**src/rtl/toy_pack.sv**
```systemverilog
// Shared types and default geometry for the icache data-RAM scheduler.
package toy_pack;

  localparam int BEATS      = 4;
  localparam int STARVE_MAX = 8;

  localparam int DEF_WAY_W   = 1;
  localparam int DEF_INDEX_W = 7;
  localparam int DEF_BEAT_W  = 2;
  localparam int DEF_DATA_W  = 128;

  typedef enum logic {
    IDLE = 1'b0,
    FILL = 1'b1
  } fsm_state_e;

  // Sized for the default geometry.
  typedef struct packed {
    logic [DEF_WAY_W-1:0]   way;
    logic [DEF_INDEX_W-1:0] index;
    logic [DEF_BEAT_W-1:0]  beat;
    logic [DEF_DATA_W-1:0]  wdata;
    logic                   we;
  } dataram_req_t;

endpackage

```
**src/rtl/icache_sat_counter.sv**
```systemverilog
// Saturating up-counter with clear; flags when the limit is reached.
module icache_sat_counter #(
  parameter int  MAX = 8,
  localparam int W   = $clog2(MAX + 1)
) (
  input  logic clk,
  input  logic rst,
  input  logic inc,
  input  logic clr,
  output logic max
);

  logic [W-1:0] cnt_q, cnt_d;

  always_comb begin
    cnt_d = cnt_q;
    if (clr) begin
      cnt_d = '0;
    end else if (inc && (cnt_q != W'(MAX))) begin
      cnt_d = cnt_q + 1'b1;
    end
  end

  always_ff @(posedge clk or posedge rst) begin
    if (rst) begin
      cnt_q <= '0;
    end else begin
      cnt_q <= cnt_d;
    end
  end

  assign max = (cnt_q == W'(MAX));

endmodule

```
**src/rtl/icache_dataram_sched.sv**
```systemverilog
// Arbitrates hit reads and linefill beats onto the single icache data RAM port.
module icache_dataram_sched #(
  parameter int  WAY_NUM    = 2,
  parameter int  INDEX_W    = 7,
  parameter int  TXNID_W    = 5,
  parameter int  DATA_W     = 128,
  parameter int  BEATS      = toy_pack::BEATS,
  parameter int  STARVE_MAX = toy_pack::STARVE_MAX,
  localparam int WAY_W      = (WAY_NUM > 1) ? $clog2(WAY_NUM) : 1,
  localparam int BEAT_W     = (BEATS > 1) ? $clog2(BEATS) : 1
) (
  input  logic               clk,
  input  logic               rst,
  input  logic               rd_vld,
  output logic               rd_rdy,
  input  logic [WAY_W-1:0]   rd_way,
  input  logic [INDEX_W-1:0] rd_index,
  input  logic [TXNID_W-1:0] rd_txnid,
  input  logic               lf_vld,
  output logic               lf_rdy,
  input  logic [WAY_W-1:0]   lf_way,
  input  logic [INDEX_W-1:0] lf_index,
  input  logic [DATA_W-1:0]  lf_data,
  input  logic               lf_last,
  output logic               ram_en,
  output logic               ram_we,
  output logic [WAY_W-1:0]   ram_way,
  output logic [INDEX_W-1:0] ram_index,
  output logic [BEAT_W-1:0]  ram_beat,
  output logic [DATA_W-1:0]  ram_wdata,
  output logic               rsp_vld,
  output logic [TXNID_W-1:0] rsp_txnid,
  output logic               lf_done,
  output logic [INDEX_W-1:0] lf_done_index,
  output logic               err_beat
);

  import toy_pack::*;

  localparam logic [BEAT_W-1:0] LAST_BEAT = BEAT_W'(BEATS - 1);

  fsm_state_e         state_q, state_d;
  logic [BEAT_W-1:0]  beat_cnt_q, beat_cnt_d;
  logic [WAY_W-1:0]   way_q, way_d;
  logic [INDEX_W-1:0] index_q, index_d;
  logic               rsp_vld_q, rsp_vld_d;
  logic [TXNID_W-1:0] rsp_txnid_q, rsp_txnid_d;
  logic               lf_done_q, lf_done_d;
  logic [INDEX_W-1:0] lf_done_index_q, lf_done_index_d;
  logic               err_beat_q, err_beat_d;

  logic               idle;
  logic               starve_max;
  logic               rd_gnt;
  logic               lf_gnt;
  logic               lf_end;
  logic               beat_err;
  logic [BEAT_W-1:0]  cur_beat;
  logic [WAY_W-1:0]   fill_way;
  logic [INDEX_W-1:0] fill_index;
  dataram_req_t       req;

  assign idle = (state_q == IDLE);

  // Once starved, a pending fill blocks reads; otherwise reads take priority.
  assign rd_rdy = !rst && idle && !(starve_max && lf_vld);
  assign lf_rdy = !rst && (!idle || !rd_vld || starve_max);

  assign rd_gnt = rd_vld && rd_rdy;
  assign lf_gnt = lf_vld && lf_rdy;

  assign cur_beat   = idle ? '0 : beat_cnt_q;
  assign fill_way   = idle ? lf_way : way_q;
  assign fill_index = idle ? lf_index : index_q;
  assign lf_end     = lf_gnt && (lf_last || (cur_beat == LAST_BEAT));
  assign beat_err   = lf_gnt && (lf_last != (cur_beat == LAST_BEAT));

  icache_sat_counter #(
    .MAX (STARVE_MAX)
  ) u_starve (
    .clk (clk),
    .rst (rst),
    .inc (idle && lf_vld && !lf_gnt),
    .clr (idle && lf_gnt),
    .max (starve_max)
  );

  always_comb begin
    req = '0;
    if (lf_gnt) begin
      req.we    = 1'b1;
      req.way   = DEF_WAY_W'(fill_way);
      req.index = DEF_INDEX_W'(fill_index);
      req.beat  = DEF_BEAT_W'(cur_beat);
      req.wdata = DEF_DATA_W'(lf_data);
    end else begin
      req.way   = DEF_WAY_W'(rd_way);
      req.index = DEF_INDEX_W'(rd_index);
    end
  end

  assign ram_en    = rd_gnt || lf_gnt;
  assign ram_we    = req.we;
  assign ram_way   = WAY_W'(req.way);
  assign ram_index = INDEX_W'(req.index);
  assign ram_beat  = BEAT_W'(req.beat);
  assign ram_wdata = DATA_W'(req.wdata);

  always_comb begin
    state_d         = state_q;
    beat_cnt_d      = beat_cnt_q;
    way_d           = way_q;
    index_d         = index_q;
    rsp_vld_d       = rd_gnt;
    rsp_txnid_d     = rd_gnt ? rd_txnid : rsp_txnid_q;
    lf_done_d       = lf_end;
    lf_done_index_d = lf_end ? fill_index : lf_done_index_q;
    err_beat_d      = err_beat_q || beat_err;
    case (state_q)
      IDLE: begin
        if (lf_gnt && !lf_end) begin
          state_d    = FILL;
          beat_cnt_d = BEAT_W'(1);
          way_d      = lf_way;
          index_d    = lf_index;
        end
      end
      FILL: begin
        if (lf_end) begin
          state_d    = IDLE;
          beat_cnt_d = '0;
        end else if (lf_gnt) begin
          beat_cnt_d = beat_cnt_q + 1'b1;
        end
      end
    endcase
  end

  always_ff @(posedge clk or posedge rst) begin
    if (rst) begin
      state_q         <= IDLE;
      beat_cnt_q      <= '0;
      way_q           <= '0;
      index_q         <= '0;
      rsp_vld_q       <= 1'b0;
      rsp_txnid_q     <= '0;
      lf_done_q       <= 1'b0;
      lf_done_index_q <= '0;
      err_beat_q      <= 1'b0;
    end else begin
      state_q         <= state_d;
      beat_cnt_q      <= beat_cnt_d;
      way_q           <= way_d;
      index_q         <= index_d;
      rsp_vld_q       <= rsp_vld_d;
      rsp_txnid_q     <= rsp_txnid_d;
      lf_done_q       <= lf_done_d;
      lf_done_index_q <= lf_done_index_d;
      err_beat_q      <= err_beat_d;
    end
  end

  assign rsp_vld       = rsp_vld_q;
  assign rsp_txnid     = rsp_txnid_q;
  assign lf_done       = lf_done_q;
  assign lf_done_index = lf_done_index_q;
  assign err_beat      = err_beat_q;

endmodule

```
**config.mk**
```make
export PLATFORM = sky130hd
export DESIGN_NAME = icache_dataram_sched
export DESIGN_NICKNAME = d
export VERILOG_FILES = /design/src/rtl/toy_pack.sv /design/src/rtl/icache_sat_counter.sv /design/src/rtl/icache_dataram_sched.sv
export SDC_FILE = /design/constraint.sdc
export NUM_CORES = 1
export LEC_CHECK = 0
export CORE_AREA = 2 2 122 124
export CTS_BUF_LIST = sky130_fd_sc_hd__clkbuf_8
export DETAILED_ROUTE_END_ITERATION = 8
export DIE_AREA = 0 0 124 126
export PLACE_DENSITY = 0.68
export SYNTH_ARGS = -nofsm -noshare
export SYNTH_HDL_FRONTEND = slang
export SYNTH_SLANG_ARGS = --single-unit
```
**constraint.sdc**
```tcl
create_clock -name clk -period 2.7 [get_ports clk]
set_input_delay 0.54 -clock clk [delete_from_list [all_inputs] [get_ports clk]]
set_output_delay 0.54 -clock clk [all_outputs]
set_load 0.05 [all_outputs]
```
==> run summary <==
The residual DRC count came out at 0. The post-synthesis instance area came out at 2420 µm². The first routing iteration left 105 violations. The count of H-tree levels built during CTS is 2.

The synthesized design spends more area on one cell type than any other, namely and2_1. The critical-path maximum fanout came out at 22. The boundary pin count is 311.

The post-layout instance count excluding filler cells is 766. In the final routed layout, each cell accounts on average for 18.7 µm. The pre-CTS worst setup slack is -0.0653 ns. The share of the clock period used by the worst path after layout came out at 98.1%. The number of clock sinks is 30. The cell depth of the worst min-delay path is 1.

The number of cells on the worst reg-to-reg path is 7. The die extent in x came out at 124 µm. The CTS tree is built. The die height came out at 126 µm. The maximum clock insertion buffer count came out at 2. The global-route usage over all layers is 17.5%. The floorplan core area is 14300 µm². The data arrival time of the worst path is 2.11 ns. For the worst-skew pair, the clock arrives at the later sink with an insertion delay of 0.28 ns. The worst register-to-register path begins at u_starve.cnt_q[0].

In the layout the commonest cells are clkdlybuf4s50_1 (168), buf_12 (136), and2_1 (104). The worst setup path is captured at an output pin. Entering global routing, the biggest net connects 60 pins. The number of global-route vias before repair is 3369. The final setup slack of the worst path is 0.0512 ns. The number of maximum-capacitance violations is 0. The initial antenna violation count came out at 0. Setup repair after global routing left no endpoint under its margin. The max-slew violation count is 0. The part of the Yosys area used for sequential elements is 31.0%. STA classifies the critical path startpoint as an input pin. The count of antenna-violating nets left after detailed routing is 0. The core occupancy in the finished layout came out at 51.5%. The number of warning messages in the yosys log is 0. The library cell used most frequently in the layout, excluding fill and tap cells, is clkdlybuf4s50_1.

The path with the worst hold slack has its endpoint at err_beat. The number of buffers inserted for hold repair after clock tree synthesis is 0. Relative to the synthesized area, the layout overhead comes to 204%. The ratio of cells with drive above 1 in the final layout came out at 40.4%. For the pin with the worst max-slew slack, the measured transition is 0.595 ns.

For flop-to-flop paths, the worst setup slack is 0.62 ns. The detailed placement HPWL came out at 12.1 mm. The final hold violation count came out at 0. The last weighted congestion value of the routability-driven placer came out at 0.814.

The highest achievable clock rate is 378 MHz. Ranked by total cell area, the synthesized netlist is headed by and2_1 (33%), dfrtp_1 (31%), mux2_2 (17%). Across the VDD grid, the largest voltage drop is 201 µV.

The required time at the worst-slack endpoint came out at 2.16 ns. The time the final worst path needs with I/O delays and setup came out at 2.65 ns. The number of library cell types mapped by synthesis is 31. The first global-routing pass estimated 20.4 mm of wire. The sum of overflow across all layers after global routing came out at 0. The detailed-route wire length came out at 14.3 mm. The starting utilization of the core area is 16.9%.

The power density over the cells is 407 nW/µm². The total inserted antenna cells came out at 0. After detailed routing, the number of vias per cell comes to 4.02.

The static leakage came out at 3.05 nW. The start point of the worst hold path is err_beat. The count of state elements after synthesis came out at 30. Including well taps, the total number of placed cells is 754. The worst pin sits at a relative slew slack of 60.2%. The fraction of synthesized cell area taken by the top area cell type is 33.3%. The floorplan step defined a die boundary enclosing 15600 µm².

The clock edge transition at the registers on the reported setup and hold paths is 0.07 ns. In this run the tool buffered the top-level ports with 310 buffer cells. The TritonCTS buffer count is 5. The floorplan has 44 rows. In this run the clock root is driven by a clkbuf_8. The path class of the tightest hold or removal check is register to register. The number of fill cells in the layout is 1231. The first-pass iteration count of the detailed router is 4. The final setup violation count came out at 0. The per-instance average area after synthesis came out at 9.08 µm². The net count of the finished layout is 738. The final clock skew came out at 0.0105 ns. Counting every instance in the synthesized netlist gives 267. The flow ran to the end, and the final reports show no timing, DRC or antenna violations. The worst setup path is of the input pin to output pin kind. The total nets after synthesis came out at 424. The endpoint of the worst register-to-register path is way_q. The worst hold-check slack is 0.466 ns. The total number of vias came out at 3081.
## flip-flops by register name (all words and copies together) (netlist names), named ones only
register,count
index_q,7
rsp_vld,1
way_q,1
beat_cnt_q,2
lf_done_index,7
u_starve.cnt_q,4
err_beat,1
rsp_txnid,5
lf_done,1
## power by group
| group | switching [mW] | leakage, nW | internal [mW] | total, mW |
|---|---|---|---|---|
| registers | 0.0964 | 0.362 | 0.602 | 0.699 |
| logic | 1.01 | 2.64 | 0.926 | 1.93 |
| clock network | 0.167 | 0.0524 | 0.202 | 0.369 |
## critical path: stages
cell and delay (ns):
clkdlybuf4s50_1 0.44, nor2b_2 0.19, a21oi_4 0.21, buf_12 0.19
mux2_2 0.36, buf_6 0.16
## worst max-delay path by stage
stage | from | endpoint | slack [ns] | cells past startpoint
after floorplan | u_starve.cnt_q[0] | ram_wdata[119] | 0.05 | 6
after global placement | rst | ram_wdata[68] | 0.007 | 6
after detailed placement | rd_vld | ram_wdata[20] | -0.07 | 6
after CTS | rst | ram_wdata[66] | 0.01 | 7
after global routing | rd_vld | ram_wdata[87] | 0.003 | 7
final | rd_vld | ram_index[5] | 0.05 | 6
## metrics by stage
step	cell area [µm²]	power, mW	setup TNS (ns)
2_1_floorplan	2420	1.70	0
3_3_place_gp	7090	2.55	0
3_5_place_dp	7090	2.59	-1.89
4_1_cts	7270	3.00	0
5_1_grt	7370	3.15	0
6_report	7370	3.00	0
## area by class of cell
| type | instances | area (µm²) | share of cell area (%) |
|---|---|---|---|
| repair buffers | 327 | 4630 | 62.8 |
| multi-input cells | 210 | 1640 | 22.3 |
| flip-flops and latches | 30 | 751 | 10.2 |
| well taps | 184 | 230 | 3.13 |
| clock buffers | 6 | 82.6 | 1.12 |
| inverters | 7 | 26.3 | 0.357 |
| clock inverters | 2 | 8.76 | 0.119 |
## routing by layer
metal	wire (µm)	up-vias	track usage, %
met1	5650	1408	21.3
met4	132	0	2.51
met2	7240	174	30.3
li1	-	1487	-
met3	1310	12	6.11
met5	0	-	0
## cells by family after synthesis
kind of cell             share of synthesized area [%]
AO/OA/AOI/OAI                                     5.78
AND/OR/NAND/NOR                                   39.6
adder cells (fa/ha/maj)                           1.55
buffers and inverters                             4.95
multiplexers                                      17.1
flip-flops                                        31.0
## cells in the mapped netlist (all sizes together)
| cell type | instances |
|---|---|
| mux2 | 36 |
| mux2i | 1 |
| clkbuf | 15 |
| nand2 | 3 |
| o21ai | 2 |
| a211oi | 3 |
| nand3b | 1 |
| nand4b | 2 |
| a311o | 1 |
| a21oi | 4 |
| nor2b | 2 |
| and2 | 130 |
| dfrtp | 30 |
| nand4bb | 1 |
| o31ai | 1 |
| nor4 | 1 |
| and3 | 4 |
| ha | 3 |
| o211ai | 1 |
| nand3 | 1 |
| a2111oi | 1 |
| inv | 7 |
| buf | 5 |
| nor2 | 5 |
| a311oi | 1 |
| o22ai | 1 |
| a21o | 2 |
| nand2b | 3 |
## repair_timing
action / in CTS / in global routing
setup buffers: 3 / 0
pin swaps: 1 / 1
endpoints found under the hold margin: 0 / 0
endpoints found under the setup margin: 72 / 112
resized for setup: 8 / 35
gates cloned: 1 / 1
(Power assumes the default switching activity.)
